==> src/rtl/pc_pkg.sv <==
// Shared types and defaults for the instruction-fetch PC generator.
package pc_pkg;

  typedef enum logic [1:0] {
    PC_ABS  = 2'd0,
    PC_REL  = 2'd1,
    PC_RET  = 2'd2,
    PC_RSVD = 2'd3
  } pc_mode_e;

  localparam int unsigned PC_DEFAULT_INST_BYTES   = 4;
  localparam logic [31:0] PC_DEFAULT_RESET_VECTOR = '0;

endpackage

==> src/rtl/pc_fetch_unit_if.sv <==
// Redirect, RAS-push and fetch-handshake signals between the core and the PC unit.
interface pc_fetch_unit_if
  import pc_pkg::*;
#(
  parameter int unsigned AW = 32
);

  logic          pc_hold;
  logic          redirect_valid;
  pc_mode_e      redirect_mode;
  logic [AW-1:0] redirect_target;
  logic          ras_push;
  logic [AW-1:0] ras_push_addr;
  logic          fetch_ready;
  logic [AW-1:0] inst_addr;
  logic          fetch_valid;
  logic          ras_empty;
  logic          ras_full;
  logic          misalign_err;
  logic          ras_underflow;

  modport master (
    output pc_hold, redirect_valid, redirect_mode, redirect_target,
    output ras_push, ras_push_addr, fetch_ready,
    input  inst_addr, fetch_valid, ras_empty, ras_full, misalign_err, ras_underflow
  );

  modport slave (
    input  pc_hold, redirect_valid, redirect_mode, redirect_target,
    input  ras_push, ras_push_addr, fetch_ready,
    output inst_addr, fetch_valid, ras_empty, ras_full, misalign_err, ras_underflow
  );

endinterface

==> src/rtl/pc_ras.sv <==
// Circular return-address stack; a push when full overwrites the oldest entry.
module pc_ras #(
  parameter int unsigned WIDTH = 32,
  parameter int unsigned DEPTH = 4
) (
  input  logic             clk,
  input  logic             rst,
  input  logic             push,
  input  logic [WIDTH-1:0] push_addr,
  input  logic             pop,
  output logic [WIDTH-1:0] top,
  output logic             empty,
  output logic             full
);

  localparam int unsigned PW = $clog2(DEPTH);
  localparam int unsigned CW = $clog2(DEPTH + 1);

  logic [WIDTH-1:0] mem_q [DEPTH];
  logic [WIDTH-1:0] mem_d [DEPTH];
  logic [PW-1:0]    top_q, top_d;
  logic [CW-1:0]    cnt_q, cnt_d;
  logic             do_pop;

  function automatic logic [PW-1:0] ptr_inc(input logic [PW-1:0] p);
    return (p == PW'(DEPTH - 1)) ? '0 : p + PW'(1);
  endfunction

  function automatic logic [PW-1:0] ptr_dec(input logic [PW-1:0] p);
    return (p == '0) ? PW'(DEPTH - 1) : p - PW'(1);
  endfunction

  assign empty = (cnt_q == '0);
  assign full  = (cnt_q == CW'(DEPTH));
  assign top   = mem_q[top_q];

  always_comb begin
    mem_d  = mem_q;
    top_d  = top_q;
    cnt_d  = cnt_q;
    do_pop = pop && !empty;
    // Push+pop reuses the slot just vacated, so pointer and count stay put;
    // a pop on an empty stack is ignored, leaving a plain push.
    if (do_pop && push) begin
      mem_d[top_q] = push_addr;
    end else if (do_pop) begin
      top_d = ptr_dec(top_q);
      cnt_d = cnt_q - CW'(1);
    end else if (push) begin
      top_d        = ptr_inc(top_q);
      mem_d[top_d] = push_addr;
      if (!full) cnt_d = cnt_q + CW'(1);
    end
  end

  always_ff @(posedge clk) begin
    if (rst) begin
      top_q <= '0;
      cnt_q <= '0;
    end else begin
      top_q <= top_d;
      cnt_q <= cnt_d;
    end
  end

  always_ff @(posedge clk) begin
    mem_q <= mem_d;
  end

endmodule

==> src/rtl/pc_fetch_unit.sv <==
// Program counter and fetch-address generator: redirect mux, alignment check,
// sticky error flags and the valid/ready advance towards instruction memory.
module pc_fetch_unit
  import pc_pkg::*;
#(
  parameter int unsigned INST_MEMORY_ADDRESS_WIDTH = 32,
  parameter logic [INST_MEMORY_ADDRESS_WIDTH-1:0] RESET_VECTOR =
    INST_MEMORY_ADDRESS_WIDTH'(PC_DEFAULT_RESET_VECTOR),
  parameter int unsigned INST_BYTES = PC_DEFAULT_INST_BYTES,
  parameter int unsigned RAS_DEPTH  = 4
) (
  input  logic            clk,
  input  logic            rst,
  pc_fetch_unit_if.slave  bus
);

  localparam int unsigned AW = INST_MEMORY_ADDRESS_WIDTH;
  localparam logic [AW-1:0] STEP       = AW'(INST_BYTES);
  localparam logic [AW-1:0] ALIGN_MASK = AW'(INST_BYTES - 1);

  logic [AW-1:0] pc_q, pc_d;
  logic          valid_q, valid_d;
  logic          mis_q, mis_d;
  logic          und_q, und_d;
  logic [AW-1:0] cand;
  logic          ras_pop;
  logic [AW-1:0] ras_top;
  logic          ras_empty;
  logic          ras_full;

  pc_ras #(
    .WIDTH (AW),
    .DEPTH (RAS_DEPTH)
  ) u_ras (
    .clk       (clk),
    .rst       (rst),
    .push      (bus.ras_push),
    .push_addr (bus.ras_push_addr),
    .pop       (ras_pop),
    .top       (ras_top),
    .empty     (ras_empty),
    .full      (ras_full)
  );

  always_comb begin
    pc_d    = pc_q;
    valid_d = 1'b1;
    mis_d   = mis_q;
    und_d   = und_q;
    ras_pop = 1'b0;
    cand    = '0;
    if (bus.redirect_valid && bus.redirect_mode != PC_RSVD) begin
      if (bus.redirect_mode == PC_RET) begin
        ras_pop = 1'b1;
        if (!ras_empty) begin
          pc_d = ras_top;
        end else begin
          pc_d  = pc_q + STEP;
          und_d = 1'b1;
        end
      end else begin
        cand = (bus.redirect_mode == PC_ABS) ? bus.redirect_target
                                             : pc_q + bus.redirect_target;
        if ((cand & ALIGN_MASK) != '0) mis_d = 1'b1;
        pc_d = cand & ~ALIGN_MASK;
      end
    end else if (!bus.pc_hold && valid_q && bus.fetch_ready) begin
      pc_d = pc_q + STEP;
    end
  end

  always_ff @(posedge clk) begin
    if (rst) begin
      pc_q    <= RESET_VECTOR;
      valid_q <= 1'b0;
      mis_q   <= 1'b0;
      und_q   <= 1'b0;
    end else begin
      pc_q    <= pc_d;
      valid_q <= valid_d;
      mis_q   <= mis_d;
      und_q   <= und_d;
    end
  end

  assign bus.inst_addr     = pc_q;
  assign bus.fetch_valid   = valid_q;
  assign bus.ras_empty     = ras_empty;
  assign bus.ras_full      = ras_full;
  assign bus.misalign_err  = mis_q;
  assign bus.ras_underflow = und_q;

endmodule

==> src/flat_wrapper.sv <==
// flat-port wrapper written by rule: the top's interface ports become plain ports
module pc_fetch_unit_flat import pc_pkg::*;
#(
  parameter int unsigned INST_MEMORY_ADDRESS_WIDTH = 32,
  parameter logic [INST_MEMORY_ADDRESS_WIDTH-1:0] RESET_VECTOR =
    INST_MEMORY_ADDRESS_WIDTH'(PC_DEFAULT_RESET_VECTOR),
  parameter int unsigned INST_BYTES = PC_DEFAULT_INST_BYTES,
  parameter int unsigned RAS_DEPTH  = 4
)
  (clk, rst, bus_pc_hold, bus_redirect_valid, bus_redirect_mode, bus_redirect_target, bus_ras_push, bus_ras_push_addr, bus_fetch_ready, bus_inst_addr, bus_fetch_valid, bus_ras_empty, bus_ras_full, bus_misalign_err, bus_ras_underflow);
  pc_fetch_unit_if #(.AW(32)) bus_i ();
  input  logic clk;
  input  logic rst;
  input wire logic [$bits(bus_i.pc_hold)-1:0] bus_pc_hold;
  input wire logic [$bits(bus_i.redirect_valid)-1:0] bus_redirect_valid;
  input wire logic [$bits(bus_i.redirect_mode)-1:0] bus_redirect_mode;
  input wire logic [$bits(bus_i.redirect_target)-1:0] bus_redirect_target;
  input wire logic [$bits(bus_i.ras_push)-1:0] bus_ras_push;
  input wire logic [$bits(bus_i.ras_push_addr)-1:0] bus_ras_push_addr;
  input wire logic [$bits(bus_i.fetch_ready)-1:0] bus_fetch_ready;
  output wire logic [$bits(bus_i.inst_addr)-1:0] bus_inst_addr;
  output wire logic [$bits(bus_i.fetch_valid)-1:0] bus_fetch_valid;
  output wire logic [$bits(bus_i.ras_empty)-1:0] bus_ras_empty;
  output wire logic [$bits(bus_i.ras_full)-1:0] bus_ras_full;
  output wire logic [$bits(bus_i.misalign_err)-1:0] bus_misalign_err;
  output wire logic [$bits(bus_i.ras_underflow)-1:0] bus_ras_underflow;
  assign bus_i.pc_hold = bus_pc_hold;
  assign bus_i.redirect_valid = bus_redirect_valid;
  assign bus_i.redirect_mode = bus_redirect_mode;
  assign bus_i.redirect_target = bus_redirect_target;
  assign bus_i.ras_push = bus_ras_push;
  assign bus_i.ras_push_addr = bus_ras_push_addr;
  assign bus_i.fetch_ready = bus_fetch_ready;
  assign bus_inst_addr = bus_i.inst_addr;
  assign bus_fetch_valid = bus_i.fetch_valid;
  assign bus_ras_empty = bus_i.ras_empty;
  assign bus_ras_full = bus_i.ras_full;
  assign bus_misalign_err = bus_i.misalign_err;
  assign bus_ras_underflow = bus_i.ras_underflow;
  pc_fetch_unit #(.INST_MEMORY_ADDRESS_WIDTH(INST_MEMORY_ADDRESS_WIDTH), .RESET_VECTOR(RESET_VECTOR), .INST_BYTES(INST_BYTES), .RAS_DEPTH(RAS_DEPTH)) u_core (.clk(clk), .rst(rst), .bus(bus_i));
endmodule
==> config.mk <==
export PLATFORM = sky130hd
export DESIGN_NAME = pc_fetch_unit_flat
export DESIGN_NICKNAME = d
export VERILOG_FILES = /design/src/rtl/pc_pkg.sv /design/src/rtl/pc_fetch_unit_if.sv /design/src/rtl/pc_ras.sv /design/src/rtl/pc_fetch_unit.sv /design/src/flat_wrapper.sv
export SDC_FILE = /design/constraint.sdc
export NUM_CORES = 1
export LEC_CHECK = 0
export CORE_ASPECT_RATIO = 2
export CORE_UTILIZATION = 62
export CTS_CLUSTER_SIZE = 24
export DETAILED_ROUTE_END_ITERATION = 8
export PLACE_DENSITY = 0.86
export SYNTH_ARGS = -nofsm -noshare
export SYNTH_HDL_FRONTEND = slang
export SYNTH_SLANG_ARGS = --single-unit
==> constraint.sdc <==
create_clock -name clk -period 12.44 [get_ports clk]
set_clock_uncertainty 0.2 [all_clocks]
set_input_delay 2.488 -clock clk [delete_from_list [all_inputs] [get_ports clk]]
set_output_delay 2.488 -clock clk [all_outputs]
set_load 0.02 [all_outputs]
==> results.md <==
* Outcome: finished clean
* DRT met1 WL at 9040 um
* Fmax at 0.143 GHz
* Startpoint Class: input port
* Post-synthesis cell type count at 66
* Total congestion overflow at 0
* Tot Pwr at 1510 uW
* Worst r2r src: u_core.u_ras.cnt_q[2]$_SDFFE_PP0P_
* Metal3 WL at 1630 um
* Crit-path max cell delay at 1.00 ns
* Die Span X at 92.0 um
* RSZ-0062 raised after global routing: false
* FFs w/ async S/R, synth at 0%
* Metal2 WL at 14200 um
* Worst r2r dst: u_core.u_ras.mem_q[108]$_DFFE_PP_
* Count of final setup violators at 0
* Cts repair resizes at 0
* DR pass1 iterations at 7
* TritonCTS clock tree: yes
* DR vias at 8010
* Top post-synthesis cells by area: edfxtp_1 (38%), nor2b_1 (8.5%), dfxtp_1 (8.0%)
* Routed WL at 26500 um
* Placer Congestion at 0.968
* Critical path cell sequence: clkdlybuf4s50_1 -> nor2b_1 -> and2_0 -> nand2_1 -> inv_2 -> ha_1 -> mux2i_4 -> nor2_2 -> buf_4
* Antenna viol nets, final at 0
* Post-synth EDFFs at 128
* Crit Path Max Fanout at 33
* Worst skew pair latency at 0.44 ns
* Worst Hold End: u_core.u_ras.cnt_q[2]$_SDFFE_PP0P_
* Max cap viols at 0
* 1st-iter DRT viols at 526
* First-pass GRT wire length at 41300 um
* Area leader, netlist: edfxtp_1
* Leakage at 0.00427 uW
* Slowest CP cell: mux2i_4
* I/O Buffers at 108
* Num CTS Buffers at 17
* TNS Setup at 0 ns
* Vias in the first global route at 7981
* Fin crit period at 6.98 ns
* DIE AREA at 16800 sq um
* Sequential cell area fraction in the yosys report at 46.2%
* Synth Warn # at 0
* Core footprint at 15800 sq um
* Delay-heaviest family, CP: buffers and inverters
* Worst reg-to-reg path cell count at 7
* # diodes at 0
* Synthesis-to-layout area growth at 18.1%
* Share of post-route cells with drive strength above 1 at 8.93%
* Layout Nets at 1134
* Via density at 6.51
* R2R setup slack at 8.56 ns
* Worst min path class: flop to flop
* Min-Delay Path Depth at 2
* GRT Total Usage at 32.9%
* Crit. End Element: flop
* # rows at 65
* Htree depth at 4
* Initial antenna violation count at 0
* Crit Path Category: input port to flop
* DR WL/cell at 21.5 um
* Pwr dens at 127 nW/um^2
* CTS max path bufs at 2
* Hold Startpoint: u_core.u_ras.cnt_q[2]$_SDFFE_PP0P_
* Yosys reg bits at 168
* Max-slew violations at 0
* Synth Flop Type: edfxtp_1
* CTS Root Cell: clkbuf_16
* Critical path required time at 12.39 ns
* Final Hold Fails at 0
* Number of stages on the worst setup path at 9
* Part of the cycle the worst path needs at 56.1%
* DPL Wire Length at 19200 um
* Initial Util at 63.7%
* Ports at 109
* Avg Synthesized Cell Area at 10.8 sq um
* Slew at the pin closest to its max-slew limit at 1.11 ns
* Syn Nets at 1045
* Max IR drop VDD at 0.140 mV
* DRC at 0
* Largest net degree at the start of global routing at 41
* Syn Std Cell Area at 10000 sq um
* Clock slew at reported path FFs at 0.06 ns
* Highest routed layer: met4
* Number of post-CTS setup repair buffers at 0
* Clock sink total at 168
* Worst path arrival time at 6.94 ns
* CP Buf/Inv Count at 3
* Die Ht at 182 um
* Fill count at 1072
* Slew margin rel. at 24.2%
* Mapped Cells at 928
* Yosys top cell area share at 38.3%
* Hold_buf cts at 0
how the worst max path moves through the flow:
stage | from | to | slack, ns
after global placement | bus_redirect_mode[0] | u_core.u_ras.mem_q[25]$_DFFE_PP_ | 5.24
after floorplan | bus_redirect_mode[1] | u_core.u_ras.mem_q[0]$_DFFE_PP_ | 6.14
final | bus_redirect_mode[0] | u_core.u_ras.mem_q[108]$_DFFE_PP_ | 5.46
after CTS | bus_redirect_mode[0] | u_core.u_ras.mem_q[55]$_DFFE_PP_ | 5.53
after global routing | bus_redirect_mode[0] | u_core.u_ras.mem_q[31]$_DFFE_PP_ | 5.15
after detailed placement | bus_redirect_mode[0] | u_core.u_ras.mem_q[110]$_DFFE_PP_ | 5.09
state kept, by name (all words and copies together) (netlist names):
register,count
u_core.bus.fetch_valid,1
u_core.bus.inst_addr,32
u_core.bus.misalign_err,1
u_core.bus.ras_underflow,1
u_core.u_ras.cnt_q,3
u_core.u_ras.mem_q,128
u_core.u_ras.top_q,2
tightest hold or removal path, stage by stage, from the launching register on:
cell and delay, ns:
dfxtp_1 0.32, o21ai_0 0.07, a21oi_1 0.06
kinds of logic after synthesis:
| group | synth area share (%) |
|---|---|
| compound gates | 15.1 |
| xor+xnor | 3.92 |
| fa+ha+maj | 5.75 |
| buf+inv | 2.43 |
| flops | 46.2 |
| mux | 7.87 |
| simple gates | 18.7 |
where the power goes:
part / leakage (uW) / internal, uW / switching (uW) / total [uW]
registers: 0.00158 / 651 / 24.7 / 676
clock network: 0.000228 / 252 / 214 / 466
logic: 0.00246 / 157 / 211 / 368
total: 0.00427 / 1060 / 450 / 1510
synthesized netlist by cell type (3+ instances only):
master,instances
o21a_1,3
o21bai_1,9
edfxtp_1,128
inv_1,11
nor2_1,55
nand2b_1,6
nand2_1,47
nor2b_1,137
buf_2,6
xor2_1,19
mux2i_1,7
a22oi_1,13
o22ai_1,5
xnor2_1,26
or3_1,4
dfxtp_1,40
a21o_1,23
nand3b_1,4
a222oi_1,5
a211o_1,6
o21ai_1,8
nor3_1,15
ha_1,43
a21oi_1,62
clkbuf_1,45
nand3_1,26
a31oi_1,8
a211oi_1,15
and2_1,6
and3_1,13
nand4_1,14
o21ai_0,30
a221oi_1,11
and4_1,7
o32ai_1,4
mux4_2,32
metal layers:
layer / vias up / track usage (%)
met5: - / 0
met4: 0 / 22.9
met3: 112 / 5.53
met2: 414 / 57.9
met1: 3810 / 35.1
li1: 3674 / -
cells in the final DEF (no fill, tap or decap), types with 7 or more instances in the layout:
cell / instances
nand4_1: 14
xor2_1: 19
clkdlybuf4s50_1: 108
inv_1: 11
nand3_1: 26
nor2b_1: 137
and4_1: 7
a31oi_1: 8
nand2_1: 47
and3_1: 13
a221oi_1: 11
o21bai_1: 9
dfxtp_1: 39
nor2_1: 51
ha_1: 43
a22oi_1: 13
o21ai_0: 30
a211oi_1: 15
o21ai_1: 7
nor3_1: 15
xnor2_1: 26
a21oi_1: 62
buf_4: 13
clkbuf_16: 17
a21o_1: 23
mux4_2: 32
edfxtp_1: 128
stage by stage:
step                worst slack, ns  cells  area, sq um  hold slack, ns  utilization, %
finish                         5.46   1231        11900           0.304            75.2
global route                   5.15   1231        11900           0.347            75.2
CTS                            5.53   1231        11900           0.303            75.2
detailed placement             5.09   1199        11400           0.294            71.9
global placement               5.24   1199        11400           0.252            71.9
floorplan                      6.14    928        10000           0.262               -
cell type report:
| class | count | area (sq um) | share of cell area (%) |
|---|---|---|---|
| inverters | 12 | 45.0 | 0.380 |
| repair buffers | 121 | 1180 | 9.93 |
| multi-input cells | 697 | 5230 | 44.1 |
| well taps | 201 | 251 | 2.12 |
| clock inverters | 13 | 82.6 | 0.696 |
| flip-flops and latches | 168 | 4650 | 39.2 |
| clock buffers | 19 | 433 | 3.65 |
Power figures use the tool's default switching activity.
